$ cat src/rtl/ascon_receiver_if.sv
// ascon_receiver_if: bundle between the link deframer / plaintext consumer
// (master side) and the ascon_receiver core (slave side).
//
// Handshake: start is a single-cycle request. All data inputs are sampled on
// the edge where start is seen while the core is idle. A start that arrives
// while busy is ignored. done pulses for one cycle once out0/out1/y0..y4 are
// valid. The outputs then hold until they are overwritten or reset.
//
// Signals:
//   start                   request, sampled with all data inputs
//   iv, k0, k1, n0, n1      IV, key and nonce words
//   d0, d1, d2              padded associated-data blocks
//   pln0, pln1              received ciphertext blocks
//   y0..y4                  final state; tag = {y3, y4}
//   out0, out1              recovered plaintext
//   busy, done              status
// With ASCON_TAG_CHECK_EN defined, the bundle also carries:
//   tag0, tag1              expected tag
//   tag_ok                  tag comparison result
interface ascon_receiver_if;
  logic        start;
  logic [63:0] iv, k0, k1, n0, n1;
  logic [63:0] d0, d1, d2;
  logic [63:0] pln0, pln1;
  logic [63:0] y0, y1, y2, y3, y4;
  logic [63:0] out0, out1;
  logic        busy, done;
`ifdef ASCON_TAG_CHECK_EN
  logic [63:0] tag0, tag1;
  logic        tag_ok;

  modport master (
    output start, iv, k0, k1, n0, n1, d0, d1, d2, pln0, pln1, tag0, tag1,
    input  y0, y1, y2, y3, y4, out0, out1, busy, done, tag_ok
  );
  modport slave (
    input  start, iv, k0, k1, n0, n1, d0, d1, d2, pln0, pln1, tag0, tag1,
    output y0, y1, y2, y3, y4, out0, out1, busy, done, tag_ok
  );
`else
  modport master (
    output start, iv, k0, k1, n0, n1, d0, d1, d2, pln0, pln1,
    input  y0, y1, y2, y3, y4, out0, out1, busy, done
  );
  modport slave (
    input  start, iv, k0, k1, n0, n1, d0, d1, d2, pln0, pln1,
    output y0, y1, y2, y3, y4, out0, out1, busy, done
  );
`endif
endinterface

$ cat src/rtl/ascon_receiver.sv
// ascon_receiver: iterative ASCON-128 decryption core, one permutation round
// per clock. It processes three AD blocks and two full ciphertext blocks,
// and returns the plaintext and the finalized 320-bit state (tag = {y3, y4}).
// A run takes 54 round cycles; done pulses in the cycle after the last one.
//
// Ports:
//   clk        rising-edge clock
//   rst        synchronous active-high reset
//   bus        ascon_receiver_if.slave (start/data in, results/status out)
//   dbg_state  current FSM state (0 IDLE, 1 INIT, 2 AD, 3 CT, 4 FIN)
//
// Optional feature macro: ASCON_TAG_CHECK_EN. When it is defined, the core
// compares {y3, y4} against the latched {tag0, tag1}, reports the result on
// tag_ok, and withholds the plaintext (out0/out1 read 0) unless the tag
// matches.
module ascon_receiver (
  input  logic               clk,
  input  logic               rst,
  ascon_receiver_if.slave    bus,
  output logic [2:0]         dbg_state
);

  typedef enum logic [2:0] {
    S_IDLE = 3'd0, S_INIT = 3'd1, S_AD = 3'd2, S_CT = 3'd3, S_FIN = 3'd4
  } state_t;

  typedef logic [4:0][63:0] st_t;  // index 0 is x0

  function automatic logic [63:0] ror(input logic [63:0] w, input int unsigned n);
    return (w >> n) | (w << (64 - n));
  endfunction

  // One full round: constant addition, bit-sliced S-box, linear layer.
  function automatic st_t ascon_round(input st_t s, input logic [3:0] ri);
    logic [63:0] a0, a1, a2, a3, a4, t0, t1, t2, t3, t4;
    logic [3:0]  hi;
    st_t         r;
    hi = 4'hF - ri;
    a0 = s[0]; a1 = s[1]; a2 = s[2] ^ {56'd0, hi, ri}; a3 = s[3]; a4 = s[4];
    a0 = a0 ^ a4; a4 = a4 ^ a3; a2 = a2 ^ a1;
    t0 = ~a0 & a1; t1 = ~a1 & a2; t2 = ~a2 & a3; t3 = ~a3 & a4; t4 = ~a4 & a0;
    a0 = a0 ^ t1; a1 = a1 ^ t2; a2 = a2 ^ t3; a3 = a3 ^ t4; a4 = a4 ^ t0;
    a1 = a1 ^ a0; a0 = a0 ^ a4; a3 = a3 ^ a2; a2 = ~a2;
    r[0] = a0 ^ ror(a0, 19) ^ ror(a0, 28);
    r[1] = a1 ^ ror(a1, 61) ^ ror(a1, 39);
    r[2] = a2 ^ ror(a2, 1)  ^ ror(a2, 6);
    r[3] = a3 ^ ror(a3, 10) ^ ror(a3, 17);
    r[4] = a4 ^ ror(a4, 7)  ^ ror(a4, 41);
    return r;
  endfunction

  state_t      state, state_nxt;
  st_t         x, x_pre, x_rnd;
  logic [3:0]  ri;          // ASCON round index of the round running now
  logic [1:0]  blk;         // block number within AD / CT
  logic [3:0]  ri_load;
  logic        last_round, cap_out0, cap_out1, finish;
  logic [63:0] k0_q, k1_q, d0_q, d1_q, d2_q, pln0_q, pln1_q;
  logic [63:0] d_sel, pln_sel;
  logic [63:0] out0_q, out1_q, y0_q, y1_q, y2_q, y3_q, y4_q;
  logic        done_q;
`ifdef ASCON_TAG_CHECK_EN
  logic [63:0] tag0_q, tag1_q;
  logic        tag_ok_q;
`endif

  // State register
  always_ff @(posedge clk) begin
    if (rst) state <= S_IDLE;
    else     state <= state_nxt;
  end

  // Next-state logic. Each run phase ends on round index 11 of its last block.
  always_comb begin
    state_nxt = state;
    case (state)
      S_IDLE: if (bus.start) state_nxt = S_INIT;
      S_INIT: if (ri == 4'd11) state_nxt = S_AD;
      S_AD:   if (ri == 4'd11 && blk == 2'd2) state_nxt = S_CT;
      S_CT:   if (ri == 4'd11 && blk == 2'd1) state_nxt = S_FIN;
      S_FIN:  if (ri == 4'd11) state_nxt = S_IDLE;
      default: state_nxt = S_IDLE;
    endcase
  end

  // Output / datapath control. Phase-boundary XORs are folded into the state
  // that feeds the first round of each block, so they cost no extra cycle.
  always_comb begin
    x_pre   = x;
    d_sel   = (blk == 2'd0) ? d0_q : ((blk == 2'd1) ? d1_q : d2_q);
    pln_sel = (blk == 2'd0) ? pln0_q : pln1_q;
    case (state)
      S_AD: if (ri == 4'd6) begin
        if (blk == 2'd0) begin
          x_pre[3] = x_pre[3] ^ k0_q;
          x_pre[4] = x_pre[4] ^ k1_q;
        end
        x_pre[0] = x_pre[0] ^ d_sel;
      end
      S_CT: if (ri == 4'd6) begin
        if (blk == 2'd0) x_pre[4] = x_pre[4] ^ 64'd1;  // domain separation
        x_pre[0] = pln_sel;
      end
      S_FIN: if (ri == 4'd0) begin
        x_pre[0] = x_pre[0] ^ 64'h8000_0000_0000_0000;  // padding block
        x_pre[1] = x_pre[1] ^ k0_q;
        x_pre[2] = x_pre[2] ^ k1_q;
      end
      default: ;
    endcase
    x_rnd      = ascon_round(x_pre, ri);
    last_round = (ri == 4'd11);
    // Plaintext j is the rate word after the last round preceding CT block j.
    cap_out0   = (state == S_AD) && last_round && (blk == 2'd2);
    cap_out1   = (state == S_CT) && last_round && (blk == 2'd0);
    finish     = (state == S_FIN) && last_round;
    ri_load    = (state_nxt == S_AD || state_nxt == S_CT) ? 4'd6 : 4'd0;
  end

  // Datapath registers
  always_ff @(posedge clk) begin
    if (rst) begin
      x <= '0; ri <= '0; blk <= '0;
      k0_q <= '0; k1_q <= '0; d0_q <= '0; d1_q <= '0; d2_q <= '0;
      pln0_q <= '0; pln1_q <= '0;
      out0_q <= '0; out1_q <= '0;
      y0_q <= '0; y1_q <= '0; y2_q <= '0; y3_q <= '0; y4_q <= '0;
      done_q <= 1'b0;
`ifdef ASCON_TAG_CHECK_EN
      tag0_q <= '0; tag1_q <= '0; tag_ok_q <= 1'b0;
`endif
    end else if (state == S_IDLE) begin
      done_q <= 1'b0;
      if (bus.start) begin
        x      <= {bus.n1, bus.n0, bus.k1, bus.k0, bus.iv};
        ri     <= '0;
        blk    <= '0;
        k0_q   <= bus.k0;   k1_q   <= bus.k1;
        d0_q   <= bus.d0;   d1_q   <= bus.d1;   d2_q <= bus.d2;
        pln0_q <= bus.pln0; pln1_q <= bus.pln1;
`ifdef ASCON_TAG_CHECK_EN
        tag0_q   <= bus.tag0;
        tag1_q   <= bus.tag1;
        tag_ok_q <= 1'b0;
`endif
      end
    end else begin
      x <= x_rnd;
      if (last_round) begin
        ri  <= ri_load;
        blk <= (state_nxt != state) ? 2'd0 : blk + 2'd1;
      end else begin
        ri <= ri + 4'd1;
      end
      if (cap_out0) out0_q <= x_rnd[0] ^ pln0_q;
      if (cap_out1) out1_q <= x_rnd[0] ^ pln1_q;
      done_q <= finish;
      if (finish) begin
        y0_q <= x_rnd[0];
        y1_q <= x_rnd[1];
        y2_q <= x_rnd[2];
        y3_q <= x_rnd[3] ^ k0_q;
        y4_q <= x_rnd[4] ^ k1_q;
`ifdef ASCON_TAG_CHECK_EN
        tag_ok_q <= ({x_rnd[3] ^ k0_q, x_rnd[4] ^ k1_q} == {tag0_q, tag1_q});
`endif
      end
    end
  end

  assign bus.busy  = (state != S_IDLE);
  assign bus.done  = done_q;
  assign bus.y0    = y0_q;
  assign bus.y1    = y1_q;
  assign bus.y2    = y2_q;
  assign bus.y3    = y3_q;
  assign bus.y4    = y4_q;
  assign dbg_state = state;
`ifdef ASCON_TAG_CHECK_EN
  assign bus.tag_ok = tag_ok_q;
  assign bus.out0   = tag_ok_q ? out0_q : '0;
  assign bus.out1   = tag_ok_q ? out1_q : '0;
`else
  assign bus.out0   = out0_q;
  assign bus.out1   = out1_q;
`endif

endmodule

$ cat src/flat_wrapper.sv
// flat-port wrapper written by rule: the top's interface ports become plain ports
module ascon_receiver_flat 
  (clk, rst, dbg_state, bus_start, bus_iv, bus_k0, bus_k1, bus_n0, bus_n1, bus_d0, bus_d1, bus_d2, bus_pln0, bus_pln1, bus_y0, bus_y1, bus_y2, bus_y3, bus_y4, bus_out0, bus_out1, bus_busy, bus_done);
  ascon_receiver_if bus_i ();
  input  logic clk;
  input  logic rst;
  output logic [2:0] dbg_state;
  input wire logic [$bits(bus_i.start)-1:0] bus_start;
  input wire logic [$bits(bus_i.iv)-1:0] bus_iv;
  input wire logic [$bits(bus_i.k0)-1:0] bus_k0;
  input wire logic [$bits(bus_i.k1)-1:0] bus_k1;
  input wire logic [$bits(bus_i.n0)-1:0] bus_n0;
  input wire logic [$bits(bus_i.n1)-1:0] bus_n1;
  input wire logic [$bits(bus_i.d0)-1:0] bus_d0;
  input wire logic [$bits(bus_i.d1)-1:0] bus_d1;
  input wire logic [$bits(bus_i.d2)-1:0] bus_d2;
  input wire logic [$bits(bus_i.pln0)-1:0] bus_pln0;
  input wire logic [$bits(bus_i.pln1)-1:0] bus_pln1;
  output wire logic [$bits(bus_i.y0)-1:0] bus_y0;
  output wire logic [$bits(bus_i.y1)-1:0] bus_y1;
  output wire logic [$bits(bus_i.y2)-1:0] bus_y2;
  output wire logic [$bits(bus_i.y3)-1:0] bus_y3;
  output wire logic [$bits(bus_i.y4)-1:0] bus_y4;
  output wire logic [$bits(bus_i.out0)-1:0] bus_out0;
  output wire logic [$bits(bus_i.out1)-1:0] bus_out1;
  output wire logic [$bits(bus_i.busy)-1:0] bus_busy;
  output wire logic [$bits(bus_i.done)-1:0] bus_done;
  assign bus_i.start = bus_start;
  assign bus_i.iv = bus_iv;
  assign bus_i.k0 = bus_k0;
  assign bus_i.k1 = bus_k1;
  assign bus_i.n0 = bus_n0;
  assign bus_i.n1 = bus_n1;
  assign bus_i.d0 = bus_d0;
  assign bus_i.d1 = bus_d1;
  assign bus_i.d2 = bus_d2;
  assign bus_i.pln0 = bus_pln0;
  assign bus_i.pln1 = bus_pln1;
  assign bus_y0 = bus_i.y0;
  assign bus_y1 = bus_i.y1;
  assign bus_y2 = bus_i.y2;
  assign bus_y3 = bus_i.y3;
  assign bus_y4 = bus_i.y4;
  assign bus_out0 = bus_i.out0;
  assign bus_out1 = bus_i.out1;
  assign bus_busy = bus_i.busy;
  assign bus_done = bus_i.done;
  ascon_receiver u_core (.clk(clk), .rst(rst), .bus(bus_i), .dbg_state(dbg_state));
endmodule
$ cat config.mk
export PLATFORM = sky130hd
export DESIGN_NAME = ascon_receiver_flat
export DESIGN_NICKNAME = d
export VERILOG_FILES = /design/src/rtl/ascon_receiver_if.sv /design/src/rtl/ascon_receiver.sv /design/src/flat_wrapper.sv
export SDC_FILE = /design/constraint.sdc
export NUM_CORES = 2
export LEC_CHECK = 0
export BUFFER_PORTS_ARGS = -buffer_cell sky130_fd_sc_hd__buf_2
export CAP_MARGIN = 5
export CORE_UTILIZATION = 30
export CTS_BUF_LIST = sky130_fd_sc_hd__clkbuf_4 sky130_fd_sc_hd__clkbuf_8 sky130_fd_sc_hd__clkbuf_16
export DETAILED_ROUTE_END_ITERATION = 8
export PLACE_DENSITY = 0.55
export SETUP_SLACK_MARGIN = 0.5
export SLEW_MARGIN = 10
export SYNTH_ARGS = -nofsm -noshare
export SYNTH_HDL_FRONTEND = slang
export SYNTH_SLANG_ARGS = --single-unit
$ cat constraint.sdc
create_clock -name clk -period 5.1 [get_ports clk]
set_input_delay 0.765 -clock clk [delete_from_list [all_inputs] [get_ports clk]]
set_output_delay 0.765 -clock clk [all_outputs]
set_load 0.02 [all_outputs]
; Word level (Yosys, flattened, before mapping)
; Index checks and enable logic that the tools add are counted.
[classes]
addsub = 3
multipliers = 0
div_mod_pow = 0
order_cmp = 0
n_eq_ne = 12
n_shift = 0
muxes = 30
bitwise_logic = 55
n_reduce_logical = 19
[op_table]
columns = op, n
row1 = $xor 64x64->64, 30
row2 = $mux 320, 2
row3 = $mux 128, 3
row4 = $mux 64, 6
row5 = $not 64->64, 6
row6 = $and 64x64->64, 5
row7 = $mux 192, 1
row8 = $pmux 64 s3, 1
row9 = $pmux 64 s2, 1
row10 = $or 23x64->64, 1
row11 = $or 25x64->64, 1
row12 = $or 3x64->64, 1
row13 = $or 36x64->64, 1
row14 = $or 45x64->64, 1
row15 = $or 47x64->64, 1
row16 = $or 54x64->64, 1
row17 = $or 57x64->64, 1
row18 = $or 58x64->64, 1
row19 = $or 63x64->64, 1
row20 = $xor 64x8->64, 1
row21 = $mux 3, 6
row22 = $pmux 3 s5, 1
row23 = $eq 3x2->1 const B, 4
row24 = $mux 4, 3
row25 = other kinds (23), 39
[word_totals]
regBits = 1226
latchBits = 0
ram_bits = 0
rom_bits = 0
input_bits = 643
elab_cells = 142
memories = 0

; Logic depth before layout (Yosys ltp)
[logic_depth]
depth_word = 15
ltp_mapped = 19
depth_no_buf = 16

; Least setup slack after synthesis
; Ideal clock, no wire load.
[synth_path]
path_type = register to register
from = reg u_core.ri[0]
to = reg u_core.y3_q[0] (netlist: u_core.bus.y3[0])
setup_ns = 0.065
arrival_time_ns = 4.298
setup_slack_ns = 0.737
stages_incl_launch_ff = 19
synth_period_minus_slack_ns = 4.363
cell_sequence = dfxtp_1 -> inv_1 -> ha_1 -> or3b_2 -> clkbuf_1 -> nor2_1 -> clkbuf_1 -> clkbuf_1 -> nand2_1 -> xnor2_1 -> ha_1 -> xnor2_1 -> a2111o_1 -> nand4_1 -> nor3_1 -> xnor3_1 -> xnor2_1 -> o21a_1 -> nor2_1
[synth_via]
elab_chain_len = 12
word_cells_on_any_way = 30
cone_classes = eq/ne (2) / mux (9) / bitwise (16) / reduce/logical (3)
[synth_rtl]
columns = element, line
row1 = start: declaration, ascon_receiver.sv:54  ; logic [3:0] ri;
row2 = start signal: assignment, ascon_receiver.sv:150  ; ri <= ri_load;
row3 = start signal: assignment, ascon_receiver.sv:153  ; ri <= ri + 4'd1;
row4 = $eq 4x3->1, "ascon_receiver.sv:93, ascon_receiver.sv:100"
row5 = $mux 128, ascon_receiver.sv:93  ; S_AD: if (ri == 4'd6) begin
row6 = $pmux 64 s2 / $mux 64 (equally long branches), ascon_receiver.sv:92  ; case (state)
row7 = $xor 64x64->64, ascon_receiver.sv:40  ; a0 = a0 ^ a4; a4 = a4 ^ a3; a2 = a2 ^ a1;
row8 = $not 64->64, ascon_receiver.sv:41  ; t0 = ~a0 & a1; t1 = ~a1 & a2; t2 = ~a2 & a3; t3 = ~a3 & a4; t4 = ~a4 & a0;
row9 = $and 64x64->64, ascon_receiver.sv:41
row10 = $xor 64x64->64, ascon_receiver.sv:42  ; a0 = a0 ^ t1; a1 = a1 ^ t2; a2 = a2 ^ t3; a3 = a3 ^ t4; a4 = a4 ^ t0;
row11 = $xor 64x64->64, ascon_receiver.sv:43  ; a1 = a1 ^ a0; a0 = a0 ^ a4; a3 = a3 ^ a2; a2 = ~a2;
row12 = $or 54x64->64, ascon_receiver.sv:30  ; return (w >> n) | (w << (64 - n));
row13 = $xor 64x64->64 (2 in a row), ascon_receiver.sv:47  ; r[3] = a3 ^ ror(a3, 10) ^ ror(a3, 17);
row14 = $xor 64x64->64, ascon_receiver.sv:162  ; y3_q <= x_rnd[3] ^ k0_q;
row15 = end signal: assignment, ascon_receiver.sv:162
row16 = end: declaration, ascon_receiver.sv:60  ; logic [63:0] out0_q, out1_q, y0_q, y1_q, y2_q, y3_q, y4_q;
; Several ways; a longest one is shown, not always the timed one.
; A chain may end at the register's enable or synchronous reset.

; Worst setup path after layout
[layout_path]
from = reg u_core.blk[1]
to = reg u_core.out1_q[36] (netlist: u_core.bus.out1[36])
[layout_via]
elab_chain_len = 15
word_cells_on_any_way = 29
cone_classes = eq/ne (1) / mux (12) / bitwise (13) / reduce/logical (3)
[layout_rtl]
columns = element, line
row1 = start: declaration, ascon_receiver.sv:55  ; logic [1:0] blk;
row2 = start signal: assignment, ascon_receiver.sv:151  ; blk <= (state_nxt != state) ? 2'd0 : blk + 2'd1;
row3 = $eq 2x1->1, ascon_receiver.sv:90  ; d_sel = (blk == 2'd0) ? d0_q : ((blk == 2'd1) ? d1_q : d2_q);
row4 = $mux 64 (2 in a row), ascon_receiver.sv:90
row5 = $xor 64x64->64, ascon_receiver.sv:98  ; x_pre[0] = x_pre[0] ^ d_sel;
row6 = $mux 64, ascon_receiver.sv:93
row7 = $pmux 64 s3, ascon_receiver.sv:92
row8 = $xor 64x64->64, ascon_receiver.sv:40
row9 = $not 64->64, ascon_receiver.sv:41
row10 = $and 64x64->64, ascon_receiver.sv:41
row11 = $xor 64x64->64, ascon_receiver.sv:42
row12 = $xor 64x64->64, ascon_receiver.sv:43
row13 = $or 45x64->64, ascon_receiver.sv:30
row14 = $xor 64x64->64 (2 in a row), ascon_receiver.sv:44  ; r[0] = a0 ^ ror(a0, 19) ^ ror(a0, 28);
row15 = $xor 64x64->64, ascon_receiver.sv:156  ; if (cap_out1) out1_q <= x_rnd[0] ^ pln1_q;
row16 = end signal: assignment, ascon_receiver.sv:156
row17 = end: declaration, ascon_receiver.sv:60
; Several ways; a longest one is shown, not always the timed one.

==> summary.md <==
| Metric | Value |
|---|---|
| CORE AREA | 249000 µm² |
| Port bufs | 1095 |
| Max_slew headroom | 0.0374 |
| Reg clk slew, reported paths | 60 ps |
| Final min period | 4760 ps |
| Critical path launch point type | flop |
| Tcrit/Tclk final | 0.933 |
| Commonest cells after routing, fill and taps aside | nand2_1, dfxtp_1, buf_4 |
| Iteration count of the initial detailed-routing pass | 8 |
| R2R Path Start | u_core.blk[1] |
| Die ar. | 253000 µm² |
| R2R depth | 13 |
| Vias per cell | 5.61 |
| Die Span X | 503 µm |
| Min-Delay Startpoint | bus_pln1[47] |
| Mapped Cells | 8794 |
| Number of synthesis warnings | 0 |
| Critical path fanouts, max | 23 |
| Sequential share of the synthesized area | 0.326 |
| Mapped Nets | 9571 |
| Reg2reg setup slack | 340 ps |
| Row count | 183 |
| Chip height | 503 µm |
| Initial DRC count | 10900 |
| Final Setup Violations | 0 |
| Routability cong. | 1.08 |
| Hold path cells | 3 |
| GRT Util Overall | 0.383 |
| WHS Endpoint | u_core.pln1_q[47] |
| Initial antenna violation count | 81 |
| Cts bufs inserted | 151 |
| Final hold vios | 0 |
| Routed wire length | 503000 µm |
| Maxcap violations | 0 |
| Reg2reg end | u_core.bus.out1[36] |
| IO Pins | 1096 |
| Fmax | 210 MHz |
| Distinct cells, synth | 93 |
| Worst-skew pair later-pin latency | 870 ps |
| RSZ-0062 raised after global routing | true |
| Num Clock Sinks | 1226 |
| Async SR Flop Fraction | 0 |
| Global-route wire length before repair | 653000 µm |
| Clock buffer depth | 3 |
| Hpwl dp | 408000 µm |
| #FFs+latches synth | 1226 |
| Run status | complete, no violations |
| Layout cells sized above 1 | 0.282 |
| Largest net degree at the start of global routing | 210 |
| Fin util | 0.404 |
| Final Hold Slack | 157 ps |
| Post-place setup slack | -468 ps |
| Root Buffer | clkbuf_16 |
| Top FF cell, synth | dfxtp_1 |
| Final ANT Viol Nets | 0 |
| CTS tree | done |
| WP data required | 5820 ps |
| WL/cell | 35.4 µm |
| Slew @ Worst Pin | 1440 ps |
| Setup CP Type | reg -> reg |
| Commonest non-fill, non-tap cell in the layout | nand2_1 |
| Worst Path Arrival | 5480 ps |
| HP Class | in -> reg |
| EDFF count, synth | 0 |
| Setup crit end kind | flop |
| Initial core utilization | 0.302 |
| TNS Setup | 0 ps |
| Slew Viols, Final | 0 |
| Vias in the first global route | 73000 |
| Layout area overhead | 33.7% |
| Vias after detailed routing | 79700 |
| Synthesized area per cell | 8.56 µm² |
| Htree depth | 4 |
| Skew final | 56.9 ps |
| Nets | 11500 |
| DR DRC count | 0 |
| Worst Slack Setup Final | 341 ps |
| Syn Std Cell Area | 75300 µm² |
| GRT overflow | 0 |
[Yosys cell counts (14+ instances only)]
library cell,count,share of area
xor3_1,38,0.012
a311oi_1,14,0.0016
o31ai_1,45,0.0045
nor2b_1,179,0.015
a31oi_1,59,0.0049
dfxtp_1,1226,0.33
buf_2,78,0.0052
inv_1,219,0.011
mux2_2,72,0.011
and3_1,33,0.0027
o21a_1,68,0.0068
and2_1,32,0.0027
nand3_1,146,0.0097
xnor2_2,32,0.0069
or4_1,31,0.0031
mux2i_1,264,0.035
a2111oi_0,71,0.0083
nand2b_1,24,0.0020
a21oi_1,811,0.054
o21ai_0,375,0.025
xor2_1,277,0.032
o221ai_1,24,0.0028
nand2_1,1343,0.067
or3_1,45,0.0037
nor2_1,539,0.027
o31a_1,16,0.0019
a211oi_1,506,0.050
o211ai_1,69,0.0069
or2_2,29,0.0024
nand4_1,16,0.0013
nor3_1,64,0.0043
clkbuf_1,496,0.025
ha_1,134,0.022
xnor3_1,229,0.069
a2111o_1,22,0.0033
buf_1,22,0.0011
o22ai_1,31,0.0026
xnor2_1,826,0.096
nor4_1,36,0.0030
and4_1,30,0.0035
[sequential cells by signal, indices dropped and copies added (netlist names), 4 cells and up]
signal and count:
u_core.x 320, u_core.bus.out0 64, u_core.bus.out1 64, u_core.bus.y0 64, u_core.bus.y1 64, u_core.bus.y2 64
u_core.bus.y3 64, u_core.bus.y4 64, u_core.d0_q 64, u_core.d1_q 64, u_core.d2_q 64, u_core.k0_q 64
u_core.k1_q 64, u_core.pln0_q 64, u_core.pln1_q 64, u_core.ri 4
[worst max-delay path: stages, from the launching register on]
cell and delay, ps:
dfxtp_1 330, inv_1 160, ha_4 330, buf_12 290, mux2i_2 680, a2111oi_0 230, o21a_1 340, or3_1 380
a21oi_1 200, xnor2_1 240, buf_4 210, xnor3_1 660, xor2_1 240, a211oi_1 300
[final cells by class]
cell class / instances / area (µm²)
fill: 25600 / 148000
timing repair buffer: 2402 / 17200
antenna: 28 / 70.1
inverter: 232 / 893
tap: 3330 / 4170
clock buffer: 212 / 4460
sequential: 1226 / 24500
multi-input combinational: 6722 / 48500
clock inverter: 68 / 774
[kinds of logic after synthesis]
| logic type | count (synthesis) | share of synthesized area |
|---|---|---|
| flops | 1226 | 0.326 |
| buf+inv | 846 | 0.0446 |
| mux | 336 | 0.0459 |
| fa+ha+maj | 147 | 0.0240 |
| xor+xnor | 1412 | 0.219 |
| compound gates | 2216 | 0.185 |
| simple gates | 2611 | 0.155 |
[metal layers]
layer,vias to the layer above,global-route usage,part of all wire
li1,34500,-,-
met1,39600,0.528,0.43
met2,4657,0.550,0.41
met3,823,0.0974,0.11
met4,66,0.189,0.058
met5,-,0,0.00083
[repair_timing]
item                                    4_1_cts  5_1_grt
gates resized for setup                      81       80
gates cloned                                  0        1
endpoints found under the setup margin      286      198
buffers inserted                              3        3
pin swaps                                     3        6
hold buffers                                  0        0
[worst max path at each step]
stage	to	startpoint	cells past startpoint	slack (ps)
after CTS	u_core.bus.y4[58]	u_core.blk[1]	14	310
after global placement	u_core.bus.out1[63]	u_core.blk[1]	13	-500
after global routing	u_core.bus.y4[18]	u_core.blk[0]	13	370
final	u_core.bus.out1[36]	u_core.blk[1]	13	340
after detailed placement	u_core.bus.out1[63]	u_core.blk[1]	13	-470
after floorplan	u_core.bus.y3[0]	u_core.ri[0]	18	740
[stage by stage]
stage	area, µm²	std cells
finish	101000	14200
global route	101000	14200
global placement	94400	13900
detailed placement	94400	13900
CTS	100000	14200
floorplan	75300	8794
Power is not shown: default switching activity piles up to over one toggle a cycle in this logic, so the estimate is an artifact.
